<file path="config.mk">
export PLATFORM = sky130hd
export DESIGN_NAME = zoom_sequencer_flat
export DESIGN_NICKNAME = d
export VERILOG_FILES = /design/src/rtl/zoom_sequencer_if.sv /design/src/rtl/zoom_sequencer.sv /design/src/flat_wrapper.sv
export SDC_FILE = /design/constraint.sdc
export NUM_CORES = 1
export LEC_CHECK = 0
export CAP_MARGIN = 20
export CORE_MARGIN = 3
export CORE_UTILIZATION = 55
export CTS_CLUSTER_DIAMETER = 60
export DETAILED_ROUTE_END_ITERATION = 16
export PLACE_DENSITY = 0.74
export SLEW_MARGIN = 40
export SYNTH_ARGS = -nofsm -noshare
export SYNTH_HDL_FRONTEND = slang
export SYNTH_SLANG_ARGS = --single-unit
</file>
<file path="constraint.sdc">
create_clock -name clk -period 7.5 [get_ports clk]
set_input_delay 1.5 -clock clk [delete_from_list [all_inputs] [get_ports clk]]
set_output_delay 1.5 -clock clk [all_outputs]
set_load 0.05 [all_outputs]
</file>
<file path="src/rtl/zoom_sequencer_if.sv">
// ---------------------------------------------------------------------------
// zoom_sequencer_if
// Bundles the command, source-RAM and frame-buffer signals of the zoom
// sequencer. The clock and reset stay as plain ports on the module.
//
// Handshakes:
//   command : a command is taken on a rising clock edge where
//             cmd_valid & cmd_ready. cmd_ready is high only while the
//             sequencer is idle.
//   fb write: a write is taken on a rising clock edge where
//             fb_we & fb_ready. fb_we, fb_addr and fb_data stay stable
//             until that edge.
//
// Signals (direction seen from the sequencer, modport master):
//   cmd_valid  in   command request
//   cmd_ready  out  sequencer idle, command can be taken
//   cmd_zoom   in   0 = /4 nearest, 1 = /2 average, 2 = copy, 3..7 illegal
//   abort      in   cancel the running job
//   rom_addr   out  registered source read address
//   rom_data   in   source pixel, valid the cycle after rom_addr
//   fb_we      out  frame-buffer write request
//   fb_addr    out  frame-buffer write address
//   fb_data    out  frame-buffer write pixel
//   fb_ready   in   frame buffer takes the write this cycle
//   busy       out  job in progress
//   done       out  one-cycle job-complete pulse
//   err        out  one-cycle illegal-zoom pulse
// The slave modport is the environment side (RAM, frame buffer, host).
// ---------------------------------------------------------------------------
interface zoom_sequencer_if;
    logic        cmd_valid;
    logic        cmd_ready;
    logic [2:0]  cmd_zoom;
    logic        abort;
    logic [14:0] rom_addr;
    logic [7:0]  rom_data;
    logic        fb_we;
    logic [18:0] fb_addr;
    logic [7:0]  fb_data;
    logic        fb_ready;
    logic        busy;
    logic        done;
    logic        err;

    modport master (
        input  cmd_valid, cmd_zoom, abort, rom_data, fb_ready,
        output cmd_ready, rom_addr, fb_we, fb_addr, fb_data, busy, done, err
    );

    modport slave (
        output cmd_valid, cmd_zoom, abort, rom_data, fb_ready,
        input  cmd_ready, rom_addr, fb_we, fb_addr, fb_data, busy, done, err
    );
endinterface

</file>
<file path="src/rtl/zoom_sequencer.sv">
// ---------------------------------------------------------------------------
// zoom_sequencer
// Walks a 160x120 source image held in a single-port synchronous RAM. For
// each output pixel it fetches one source pixel (nearest / copy) or a 2x2
// block (average). It then writes the result linearly into the shared frame
// buffer under fb_ready backpressure.
//
// Ports:
//   clk        single clock, all logic on posedge
//   reset_n    asynchronous active-low reset
//   bus        zoom_sequencer_if.master (command, source RAM, frame buffer,
//              status)
//   state_dbg  current FSM state (IDLE=0, FETCH=1, WRITE=2, FINISH=3)
//
// Parameters: IMG_WIDTH_IN, IMG_HEIGHT_IN (source geometry), FB_BASE
// (frame-buffer address of output pixel 0).
//
// Build option: define ZOOM_ROUND_EN to round the 2x2 average,
// (sum + 2) >> 2. Without it the average truncates, sum >> 2.
// ---------------------------------------------------------------------------
module zoom_sequencer #(
    parameter int          IMG_WIDTH_IN  = 160,
    parameter int          IMG_HEIGHT_IN = 120,
    parameter logic [18:0] FB_BASE       = 19'd0
) (
    input  logic                    clk,
    input  logic                    reset_n,
    zoom_sequencer_if.master        bus,
    output logic [1:0]              state_dbg
);

    typedef enum logic [1:0] {
        IDLE   = 2'd0,
        FETCH  = 2'd1,
        WRITE  = 2'd2,
        FINISH = 2'd3
    } state_t;

    localparam logic [14:0] ROW_STRIDE = 15'(IMG_WIDTH_IN);
    localparam logic [7:0]  W_FULL     = 8'(IMG_WIDTH_IN);
    localparam logic [6:0]  H_FULL     = 7'(IMG_HEIGHT_IN);

    state_t      state_q, state_d;

    logic [2:0]  zoom_q;
    logic [7:0]  x_out_q;
    logic [6:0]  y_out_q;
    logic [2:0]  k_q;          // fetch phase within the current pixel
    logic [14:0] write_ptr_q;
    logic [9:0]  sum_q;        // running sum of captured pixels
    logic [7:0]  result_q;
    logic [14:0] rom_addr_q;
    logic        err_q;

    logic [1:0]  shift;
    logic [7:0]  out_w;
    logic [6:0]  out_h;
    logic [14:0] n_pix;
    logic        is_avg;
    logic        fetch_last;
    logic        wr_last;
    logic        x_wrap;
    logic [7:0]  x_next;
    logic [6:0]  y_next;
    logic [14:0] base_addr;
    logic [14:0] next_base;
    logic [9:0]  sum_full;
    logic [7:0]  avg_result;
    logic        cmd_legal;

    // Source address of the top-left pixel for output (x, y) at shift s.
    function automatic logic [14:0] src_addr(input logic [7:0] x,
                                             input logic [6:0] y,
                                             input logic [1:0] s);
        logic [14:0] xi;
        logic [14:0] yi;
        xi = {7'd0, x} << s;
        yi = {8'd0, y} << s;
        return yi * ROW_STRIDE + xi;
    endfunction

    // ---------------- geometry and datapath helpers ----------------
    always_comb begin
        shift      = 2'd2 - zoom_q[1:0];
        out_w      = W_FULL >> shift;
        out_h      = H_FULL >> shift;
        n_pix      = {7'd0, out_w} * {8'd0, out_h};
        is_avg     = (zoom_q == 3'd1);
        // Average needs four captures (k = 1..4), nearest needs one (k = 1).
        fetch_last = is_avg ? (k_q == 3'd4) : (k_q == 3'd1);
        wr_last    = (write_ptr_q == n_pix - 15'd1);
        x_wrap     = (x_out_q == out_w - 8'd1);
        x_next     = x_wrap ? 8'd0 : x_out_q + 8'd1;
        y_next     = x_wrap ? y_out_q + 7'd1 : y_out_q;
        base_addr  = src_addr(x_out_q, y_out_q, shift);
        next_base  = src_addr(x_next, y_next, shift);
        cmd_legal  = (bus.cmd_zoom <= 3'd2);
        sum_full   = sum_q + {2'b00, bus.rom_data};
`ifdef ZOOM_ROUND_EN
        avg_result = 8'((sum_full + 10'd2) >> 2);
`else
        avg_result = sum_full[9:2];
`endif
    end

    // ---------------- FSM ----------------
    always_ff @(posedge clk or negedge reset_n) begin
        if (!reset_n) begin
            state_q <= IDLE;
        end else begin
            state_q <= state_d;
        end
    end

    always_comb begin
        state_d = state_q;
        case (state_q)
            IDLE: begin
                if (bus.cmd_valid && cmd_legal) begin
                    state_d = FETCH;
                end
            end
            FETCH: begin
                if (fetch_last) begin
                    state_d = WRITE;
                end
            end
            WRITE: begin
                if (bus.fb_ready) begin
                    state_d = wr_last ? FINISH : FETCH;
                end
            end
            FINISH: begin
                state_d = IDLE;
            end
            default: begin
                state_d = IDLE;
            end
        endcase
        // Abort wins over everything except IDLE, where it is ignored.
        if (bus.abort && (state_q != IDLE)) begin
            state_d = IDLE;
        end
    end

    // ---------------- counters, addresses, capture ----------------
    always_ff @(posedge clk or negedge reset_n) begin
        if (!reset_n) begin
            zoom_q      <= '0;
            x_out_q     <= '0;
            y_out_q     <= '0;
            k_q         <= '0;
            write_ptr_q <= '0;
            sum_q       <= '0;
            result_q    <= '0;
            rom_addr_q  <= '0;
            err_q       <= 1'b0;
        end else begin
            err_q <= 1'b0;
            case (state_q)
                IDLE: begin
                    if (bus.cmd_valid) begin
                        x_out_q     <= '0;
                        y_out_q     <= '0;
                        k_q         <= '0;
                        write_ptr_q <= '0;
                        sum_q       <= '0;
                        if (cmd_legal) begin
                            zoom_q     <= bus.cmd_zoom;
                            // Output (0,0) always starts at source address 0.
                            rom_addr_q <= '0;
                        end else begin
                            err_q <= 1'b1;
                        end
                    end
                end
                FETCH: begin
                    k_q <= k_q + 3'd1;
                    // p0 was issued on entry; p1..p3 follow one per cycle.
                    if (is_avg) begin
                        case (k_q)
                            3'd0:    rom_addr_q <= base_addr + 15'd1;
                            3'd1:    rom_addr_q <= base_addr + ROW_STRIDE;
                            3'd2:    rom_addr_q <= base_addr + ROW_STRIDE + 15'd1;
                            default: rom_addr_q <= rom_addr_q;
                        endcase
                    end
                    // rom_data of the address issued in phase k-1 arrives in phase k.
                    if (k_q != 3'd0) begin
                        sum_q <= sum_full;
                    end
                    if (fetch_last) begin
                        result_q <= is_avg ? avg_result : bus.rom_data;
                    end
                end
                WRITE: begin
                    if (bus.fb_ready) begin
                        write_ptr_q <= write_ptr_q + 15'd1;
                        x_out_q     <= x_next;
                        y_out_q     <= y_next;
                        k_q         <= '0;
                        sum_q       <= '0;
                        // The next pixel's first address goes out with the write,
                        // but never past the last row once the job is complete.
                        if (!wr_last) begin
                            rom_addr_q <= next_base;
                        end
                    end
                end
                default: begin
                end
            endcase
            if (bus.abort && (state_q != IDLE)) begin
                x_out_q     <= '0;
                y_out_q     <= '0;
                k_q         <= '0;
                write_ptr_q <= '0;
                sum_q       <= '0;
            end
        end
    end

    // ---------------- outputs ----------------
    assign bus.cmd_ready = (state_q == IDLE);
    assign bus.busy      = (state_q != IDLE);
    assign bus.done      = (state_q == FINISH);
    assign bus.err       = err_q;
    assign bus.rom_addr  = rom_addr_q;
    assign bus.fb_we     = (state_q == WRITE);
    assign bus.fb_addr   = (state_q == WRITE) ? FB_BASE + {4'd0, write_ptr_q} : '0;
    assign bus.fb_data   = (state_q == WRITE) ? result_q : '0;
    assign state_dbg     = state_q;

endmodule

</file>
<file path="src/flat_wrapper.sv">
// flat-port wrapper written by rule: the top's interface ports become plain ports
module zoom_sequencer_flat 
#(
    parameter int          IMG_WIDTH_IN  = 160,
    parameter int          IMG_HEIGHT_IN = 120,
    parameter logic [18:0] FB_BASE       = 19'd0
)
  (clk, reset_n, state_dbg, bus_cmd_valid, bus_cmd_zoom, bus_abort, bus_rom_data, bus_fb_ready, bus_cmd_ready, bus_rom_addr, bus_fb_we, bus_fb_addr, bus_fb_data, bus_busy, bus_done, bus_err);
  zoom_sequencer_if bus_i ();
  input  logic clk;
  input  logic reset_n;
  output logic [1:0] state_dbg;
  input wire logic [$bits(bus_i.cmd_valid)-1:0] bus_cmd_valid;
  input wire logic [$bits(bus_i.cmd_zoom)-1:0] bus_cmd_zoom;
  input wire logic [$bits(bus_i.abort)-1:0] bus_abort;
  input wire logic [$bits(bus_i.rom_data)-1:0] bus_rom_data;
  input wire logic [$bits(bus_i.fb_ready)-1:0] bus_fb_ready;
  output wire logic [$bits(bus_i.cmd_ready)-1:0] bus_cmd_ready;
  output wire logic [$bits(bus_i.rom_addr)-1:0] bus_rom_addr;
  output wire logic [$bits(bus_i.fb_we)-1:0] bus_fb_we;
  output wire logic [$bits(bus_i.fb_addr)-1:0] bus_fb_addr;
  output wire logic [$bits(bus_i.fb_data)-1:0] bus_fb_data;
  output wire logic [$bits(bus_i.busy)-1:0] bus_busy;
  output wire logic [$bits(bus_i.done)-1:0] bus_done;
  output wire logic [$bits(bus_i.err)-1:0] bus_err;
  assign bus_i.cmd_valid = bus_cmd_valid;
  assign bus_i.cmd_zoom = bus_cmd_zoom;
  assign bus_i.abort = bus_abort;
  assign bus_i.rom_data = bus_rom_data;
  assign bus_i.fb_ready = bus_fb_ready;
  assign bus_cmd_ready = bus_i.cmd_ready;
  assign bus_rom_addr = bus_i.rom_addr;
  assign bus_fb_we = bus_i.fb_we;
  assign bus_fb_addr = bus_i.fb_addr;
  assign bus_fb_data = bus_i.fb_data;
  assign bus_busy = bus_i.busy;
  assign bus_done = bus_i.done;
  assign bus_err = bus_i.err;
  zoom_sequencer #(.IMG_WIDTH_IN(IMG_WIDTH_IN), .IMG_HEIGHT_IN(IMG_HEIGHT_IN), .FB_BASE(FB_BASE)) u_core (.clk(clk), .reset_n(reset_n), .bus(bus_i), .state_dbg(state_dbg));
endmodule
</file>
After elaboration in Yosys (flattened, before gate mapping)
Cells that the tools add are included.
- register bits: 72
- input bits: 16
- logic and storage cells: 112
- add/sub/neg operators: 13
- order comparisons: 1
- mux-type cells: 43
- equality and inequality tests: 20
- multiply operators: 3
- reductions and logical operators: 16
- shift-type cells: 6
- operators by type and width (operator ; number):
    2-to-1 mux 15 bit ; 9
    case mux 15 bit (3 select lines) ; 2
    2-to-1 mux 8 bit ; 6
    adder 15 x 1 -> 15 bit, second input constant ; 3
    2-to-1 mux 10 bit ; 4
    adder 15 bit ; 2
    multiplier 15 x 3 -> 10 bit, second input constant ; 2
    case mux 10 bit (3 select lines) ; 1
    case mux 15 bit (2 select lines) ; 1
    left shift 7 x 2 -> 15 bit ; 2
    left shift 8 x 2 -> 15 bit ; 2
    2-to-1 mux 7 bit ; 4
    case mux 8 bit (2 select lines) ; 1
    adder 15 x 8 -> 15 bit, second input constant ; 1
    equality test 15 bit ; 1
    multiplier 8 x 7 -> 15 bit ; 1
    subtractor 15 x 1 -> 15 bit, second input constant ; 1
    case mux 7 bit (2 select lines) ; 1
    AND reduction 3 bit ; 4
    adder 10 x 8 -> 10 bit ; 1
    2-to-1 mux 2 bit ; 5
    2-to-1 mux 3 bit ; 3
    inequality test 3 x 1 -> 1 bit, second input constant ; 3
    case mux 3 bit (3 select lines) ; 1
    29 further kinds ; 41

Logic depth before layout (Yosys ltp)
- word-level depth: 11
- depth in mapped cells: 28

Worst setup path after synthesis
OpenSTA, ideal clock, no wires.
- path type: flip-flop to flip-flop
- start: register u_core.zoom_q[0]
- end: register u_core.rom_addr_q[14] (netlist: u_core.bus.rom_addr[14])
- cell stages (with the launch flop): 27
- path slack: 1502 ps
- arrival time: 5913 ps
- library setup time: 86 ps
- period minus slack after synthesis: 5998 ps
- required time: 7414 ps
- path buffers: 8
- cell sequence: dfrtp_1 > inv_1 > clkbuf_1 > clkbuf_1 > ha_1 > buf_2 > buf_2 > buf_1 > buf_1 > mux4_2 > ha_1 > inv_1 > fa_1 > inv_1 > ha_1 > buf_6 > and3_1 > a221oi_2 > xnor2_1 > buf_2 > nand4_2 > nor3_1 > xnor2_1 > nor4b_4 > xnor2_1 > nand3_1 > a32oi_1
- longest elaborated chain between the ends: 11
- elaborated cells on any way between the ends: 30
- those cells by class: 8 x add/sub; 3 x mul; 5 x eq/ne; 6 x shift; 7 x mux; 1 x reduce/logical
- RTL lines (what ; RTL line ; text):
    from (decl) ; zoom_sequencer.sv:45 ; logic [2:0] zoom_q;
    from (signal assigned) ; zoom_sequencer.sv:169 ; zoom_q <= bus.cmd_zoom;
    parallel branches: the longest is 11 deep, another holds multiplier 15 x 3 -> 10 bit ; n/a ;
    to (signal assigned) ; zoom_sequencer.sv:182 ; 3'd0: rom_addr_q <= base_addr + 15'd1;
    to (signal assigned) ; zoom_sequencer.sv:183 ; 3'd1: rom_addr_q <= base_addr + ROW_STRIDE;
    to (signal assigned) ; zoom_sequencer.sv:206 ; rom_addr_q <= next_base;
    to (decl) ; zoom_sequencer.sv:52 ; logic [14:0] rom_addr_q;
Several ways; the timed one is not identified. The select of a mux whose other input is x is not followed.
A chain may end at the register's enable or synchronous reset.

Final worst setup path
Ends and elaborated chain as after synthesis.

==> Flow_metrics.wiki <==
{| class="wikitable"
! Metric !! Value
|-
| Top delay family on crit path || adder cells
|-
| Total clock sinks || just over 70
|-
| Count of buffers inserted at the top-level ports || 60
|-
| Cell taking the most area after synthesis || sky130_fd_sc_hd__dfrtp_1
|-
| Antenna cells || 0
|-
| Transition time at the pin with the least slew margin || around 0.8 ns
|-
| Routed length on met3 || about 900 um
|-
| Gpl congestion || approximately 0.86
|-
| Number of antenna violations at the first check in global routing || 0
|-
| Library cell used as clock root buffer || sky130_fd_sc_hd__clkbuf_16
|-
| Number of max-slew violations in the final report || 0
|-
| Maximum number of pins on one net before global-route repair || 73
|-
| Setup Total Neg Slack || 0 ns
|-
| Number of nets in the finished design || 1039
|-
| Max_slew headroom || 0.451
|-
| Layout-stage area growth over the synthesis result || 11.6%
|-
| WP data required || around 7.8 ns
|-
| Total GRT Usage || 0.258
|-
| CP Max Fanout || between 50 and 60
|-
| Sequential fraction of the synthesis area || 0.240
|-
| First-iteration detailed-routing DRC count || about 450
|-
| Worst-skew pair later-pin latency || between 0.3 and 0.4 ns
|-
| Sequential share of power || 0.189
|-
| Routed vias || 6774
|-
| Flip-flop and latch count after synthesis || a little over 70
|-
| Effective utilization at floorplan || 0.564
|-
| Fraction of power consumed by the clock network || 0.146
|-
| Unrepaired setup endpoints after global routing || false
|-
| Delay contributed by the slowest stage of the critical path || approximately 0.54 ns
|-
| Post-route met1 wirelength || between 8000 and 9000 um
|-
| Antenna violation net count after detailed routing || 0
|-
| NetSw || around 0.0016 W
|-
| Height of the chip || 123 um
|-
| Detailed placer's ending HPWL || ~14000 um
|-
| Die Width || between 100 and 150 um
|-
| Reported max-cap violation count || 0
|-
| Clock-pin slew on the worst setup and hold paths || approximately 0.060 ns
|-
| Shortest clock period the worst path allows after layout || roughly 6 ns
|-
| Commonest register cell after synthesis || sky130_fd_sc_hd__dfrtp_1
|-
| Syn_area_per_cell || 8.05 um2
|-
| Leading cell type by number of instances after synthesis || sky130_fd_sc_hd__nand2_1
|-
| H-tree lvl count || 3
|-
| Post-detailed-route via-to-cell ratio || 5.97
|-
| Total leakage power || roughly 3.7 nW
|-
| Number of iterations in the first detailed-routing pass || 5
|-
| Switching fraction of total power || 0.520
|-
| Filler cell count in the final layout || roughly 1200
|-
| Final number of hold-violating endpoints || 0
|-
| Number of synthesized flops with an enable pin || 0
|-
| Post-CTS resize count || 0
|-
| Met2 wirelength from detailed routing || 8790 um
|-
| Type of the most critical hold path || flop to flop
|-
| FMAX || around 170 MHz
|-
| Number of primary I/O pins || 65
|-
| Layout cells sized above 1 || 0.0689
|-
| Share of flip-flops with an asynchronous set or reset after synthesis || 1.00
|-
| Number of standard cells after synthesis || between 900 and 1000
|-
| Total congestion overflow after global routing || 0
|-
| Result of the run || finished clean
|-
| Num rows || 42
|-
| Fin Clk Skew || around 0.0073 ns
|-
| Core occupancy in the finished layout || 0.629
|-
| Clock Tree Buf Depth || 2
|-
| Clock tree from TritonCTS || done
|-
| Power Dens Cells || roughly 360 mW/mm2
|-
| Share of the clock period used by the worst path after layout || 0.783
|-
| Die footprint || ~0.015 mm2
|-
| Worst endpoint data arrival time || around 6 ns
|-
| Nature of the critical path startpoint || flop
|-
| Buffers plus inverters on the worst setup path || 6
|-
| Highest signal layer in the routed design || met4
|-
| Setup CP Type || flop to flop
|-
| Max IR drop VDD || ~180 uV
|-
| Summed instance area of the synthesized netlist || 0.00749 mm2
|-
| Internal power || around 0.0014 W
|-
| Post-CTS setup buffers || 0
|-
| # hold bufs at CTS || 0
|-
| Cells taking the most area after synthesis || sky130_fd_sc_hd__dfrtp_1 24%, sky130_fd_sc_hd__ha_1 11%, sky130_fd_sc_hd__xnor2_1 5.8%
|-
| Number of warning messages in the yosys log || 0
|-
| Capturing element type of the critical path || flop
|-
| Combinational share of power || 0.665
|-
| Number of global-route vias before repair || ~6400
|-
| Routed wire per std cell || between 15 and 20 um
|-
| Most common library cells after synthesis || 104 x sky130_fd_sc_hd__nand2_1, 85 x sky130_fd_sc_hd__o21ai_0, 77 x sky130_fd_sc_hd__nor2_1
|-
| Final setup fails || 0
|-
| Number of remaining DRC errors || 0
|-
| Wire length reported by the detailed router || 19000 um
|-
| Slowest CP cell || sky130_fd_sc_hd__fa_1
|-
| Netlist cell types || 85
|-
| First-pass GRT wire length || around 31000 um
|-
| Total clock buffers created by CTS || 9
|-
| Area share of the largest cell type after synthesis || 0.240
|-
| Core Footprint || approximately 0.013 mm2
|}
logic make-up after synthesis:
logic type | Yosys count | share of synthesized area
AND/OR/NAND/NOR | 333 | 0.222
multiplexers | 32 | 0.0458
other | 1 | 0.000501
adder cells (fa/ha/maj) | 70 | 0.122
XOR/XNOR | 75 | 0.0907
AO/OA/AOI/OAI | 250 | 0.216
buffers and inverters | 98 | 0.0628
flip-flops | 72 | 0.240
cell usage in the layout (no fill, tap or decap), types with 4 or more instances in the layout:
| master | count |
|---|---|
| sky130_fd_sc_hd__o21ai_0 | 85 |
| sky130_fd_sc_hd__conb_1 | 4 |
| sky130_fd_sc_hd__o31ai_1 | 10 |
| sky130_fd_sc_hd__a21oi_2 | 4 |
| sky130_fd_sc_hd__a31oi_1 | 8 |
| sky130_fd_sc_hd__buf_4 | 7 |
| sky130_fd_sc_hd__xnor2_2 | 4 |
| sky130_fd_sc_hd__mux2_2 | 8 |
| sky130_fd_sc_hd__xnor2_1 | 49 |
| sky130_fd_sc_hd__a211oi_1 | 6 |
| sky130_fd_sc_hd__nand3_1 | 24 |
| sky130_fd_sc_hd__nor4_1 | 7 |
| sky130_fd_sc_hd__nor2_1 | 76 |
| sky130_fd_sc_hd__a22oi_1 | 9 |
| sky130_fd_sc_hd__nor2b_1 | 13 |
| sky130_fd_sc_hd__inv_1 | 38 |
| sky130_fd_sc_hd__o21ai_1 | 8 |
| sky130_fd_sc_hd__xor2_1 | 22 |
| sky130_fd_sc_hd__o211ai_1 | 6 |
| sky130_fd_sc_hd__clkdlybuf4s50_1 | 59 |
| sky130_fd_sc_hd__and3_1 | 20 |
| sky130_fd_sc_hd__fa_1 | 5 |
| sky130_fd_sc_hd__and2_1 | 30 |
| sky130_fd_sc_hd__clkbuf_16 | 9 |
| sky130_fd_sc_hd__o21bai_1 | 6 |
| sky130_fd_sc_hd__dfrtp_1 | 72 |
| sky130_fd_sc_hd__a22o_1 | 13 |
| sky130_fd_sc_hd__nand4_1 | 9 |
| sky130_fd_sc_hd__nor3_1 | 12 |
| sky130_fd_sc_hd__nand2b_1 | 11 |
| sky130_fd_sc_hd__a21o_1 | 9 |
| sky130_fd_sc_hd__mux2i_1 | 23 |
| sky130_fd_sc_hd__a21oi_1 | 46 |
| sky130_fd_sc_hd__ha_1 | 65 |
| sky130_fd_sc_hd__nand2_1 | 104 |
| sky130_fd_sc_hd__o21a_1 | 5 |
worst reg2reg max path: stages (launching register included):
cell and delay [ns]:
sky130_fd_sc_hd__dfrtp_1 0.32, sky130_fd_sc_hd__buf_4 0.46, sky130_fd_sc_hd__inv_1 0.14, sky130_fd_sc_hd__ha_1 0.30, sky130_fd_sc_hd__buf_4 0.39, sky130_fd_sc_hd__and2_1 0.20, sky130_fd_sc_hd__mux2i_1 0.07, sky130_fd_sc_hd__nor3_2 0.17
sky130_fd_sc_hd__buf_4 0.27, sky130_fd_sc_hd__and2_1 0.23, sky130_fd_sc_hd__and3_1 0.24, sky130_fd_sc_hd__xnor2_1 0.13, sky130_fd_sc_hd__mux2i_1 0.11, sky130_fd_sc_hd__nand2_1 0.09, sky130_fd_sc_hd__o21ai_0 0.12, sky130_fd_sc_hd__ha_1 0.35
sky130_fd_sc_hd__inv_1 0.06, sky130_fd_sc_hd__fa_1 0.54, sky130_fd_sc_hd__inv_1 0.04, sky130_fd_sc_hd__ha_1 0.32, sky130_fd_sc_hd__o21a_1 0.12, sky130_fd_sc_hd__nor2_1 0.15, sky130_fd_sc_hd__nor2b_1 0.08, sky130_fd_sc_hd__o2111ai_1 0.21
sky130_fd_sc_hd__xor2_1 0.19, sky130_fd_sc_hd__xnor2_1 0.17, sky130_fd_sc_hd__nand2_1 0.09, sky130_fd_sc_hd__a32oi_1 0.22
power by group through the flow:
stage          registers [W]  logic [W]  clock network [W]
2_1_floorplan       0.000680    0.00141                  0
3_3_place_gp        0.000565    0.00194                  0
3_5_place_dp        0.000567    0.00195                  0
4_1_cts             0.000562    0.00197           0.000441
5_1_grt             0.000576    0.00218           0.000457
6_report            0.000563    0.00198           0.000436
flip-flops by register name, indices dropped and copies added, names as in the netlist:
name                 flops
u_core.result_q          8
u_core.zoom_q            3
u_core.k_q               3
u_core.bus.err           1
u_core.x_out_q           8
u_core.write_ptr_q      15
u_core.y_out_q           7
u_core.bus.rom_addr     15
u_core.sum_q            10
u_core.state_dbg         2
cell type report:
type	instances	area, um2	share of cell area
clock buffer	9	225	0.0269
clock inverter	7	71.3	0.00853
inverter	39	146	0.0175
multi-input combinational	764	5250	0.627
sequential	72	1800	0.215
tap	176	220	0.0263
timing repair buffer	67	654	0.0782
path summary, 6_finish.rpt:
kind | cells after the start | slack [ns] | end | from
min in group asynchronous | 1 | 1.16 | u_core.bus.rom_addr[11] | reset_n
worst min register to register | 2 | 0.48 | u_core.result_q[5] | u_core.result_q[5]
worst max-delay path | 27 | 1.63 | u_core.bus.rom_addr[14] | u_core.zoom_q[0]
worst max register to register | 27 | 1.63 | u_core.bus.rom_addr[14] | u_core.zoom_q[0]
worst min-delay path | 2 | 0.48 | u_core.result_q[5] | u_core.result_q[5]
max in group asynchronous | 1 | 5.85 | u_core.y_out_q[6] | reset_n
per-stage QoR:
stage | setup slack (ns) | instance area, um2 | cells | power [W] | hold slack (ns)
global placement | 1.77 | 8050 | 1118 | 0.00250 | 0.465
global route | 1.14 | 8360 | 1134 | 0.00321 | 0.496
floorplan | 1.50 | 7500 | 934 | 0.00209 | 0.441
CTS | 1.60 | 8360 | 1134 | 0.00298 | 0.483
finish | 1.63 | 8360 | 1134 | 0.00298 | 0.479
detailed placement | 1.62 | 8060 | 1118 | 0.00252 | 0.469
metal layers:
| layer | global-route usage | vias to the layer above |
|---|---|---|
| li1 | - | 3340 |
| met1 | 0.354 | 3203 |
| met2 | 0.415 | 198 |
| met3 | 0.0415 | 33 |
| met4 | 0.0868 | 0 |
| met5 | 0 | - |
Note: power is estimated with default switching activity, not from simulation.
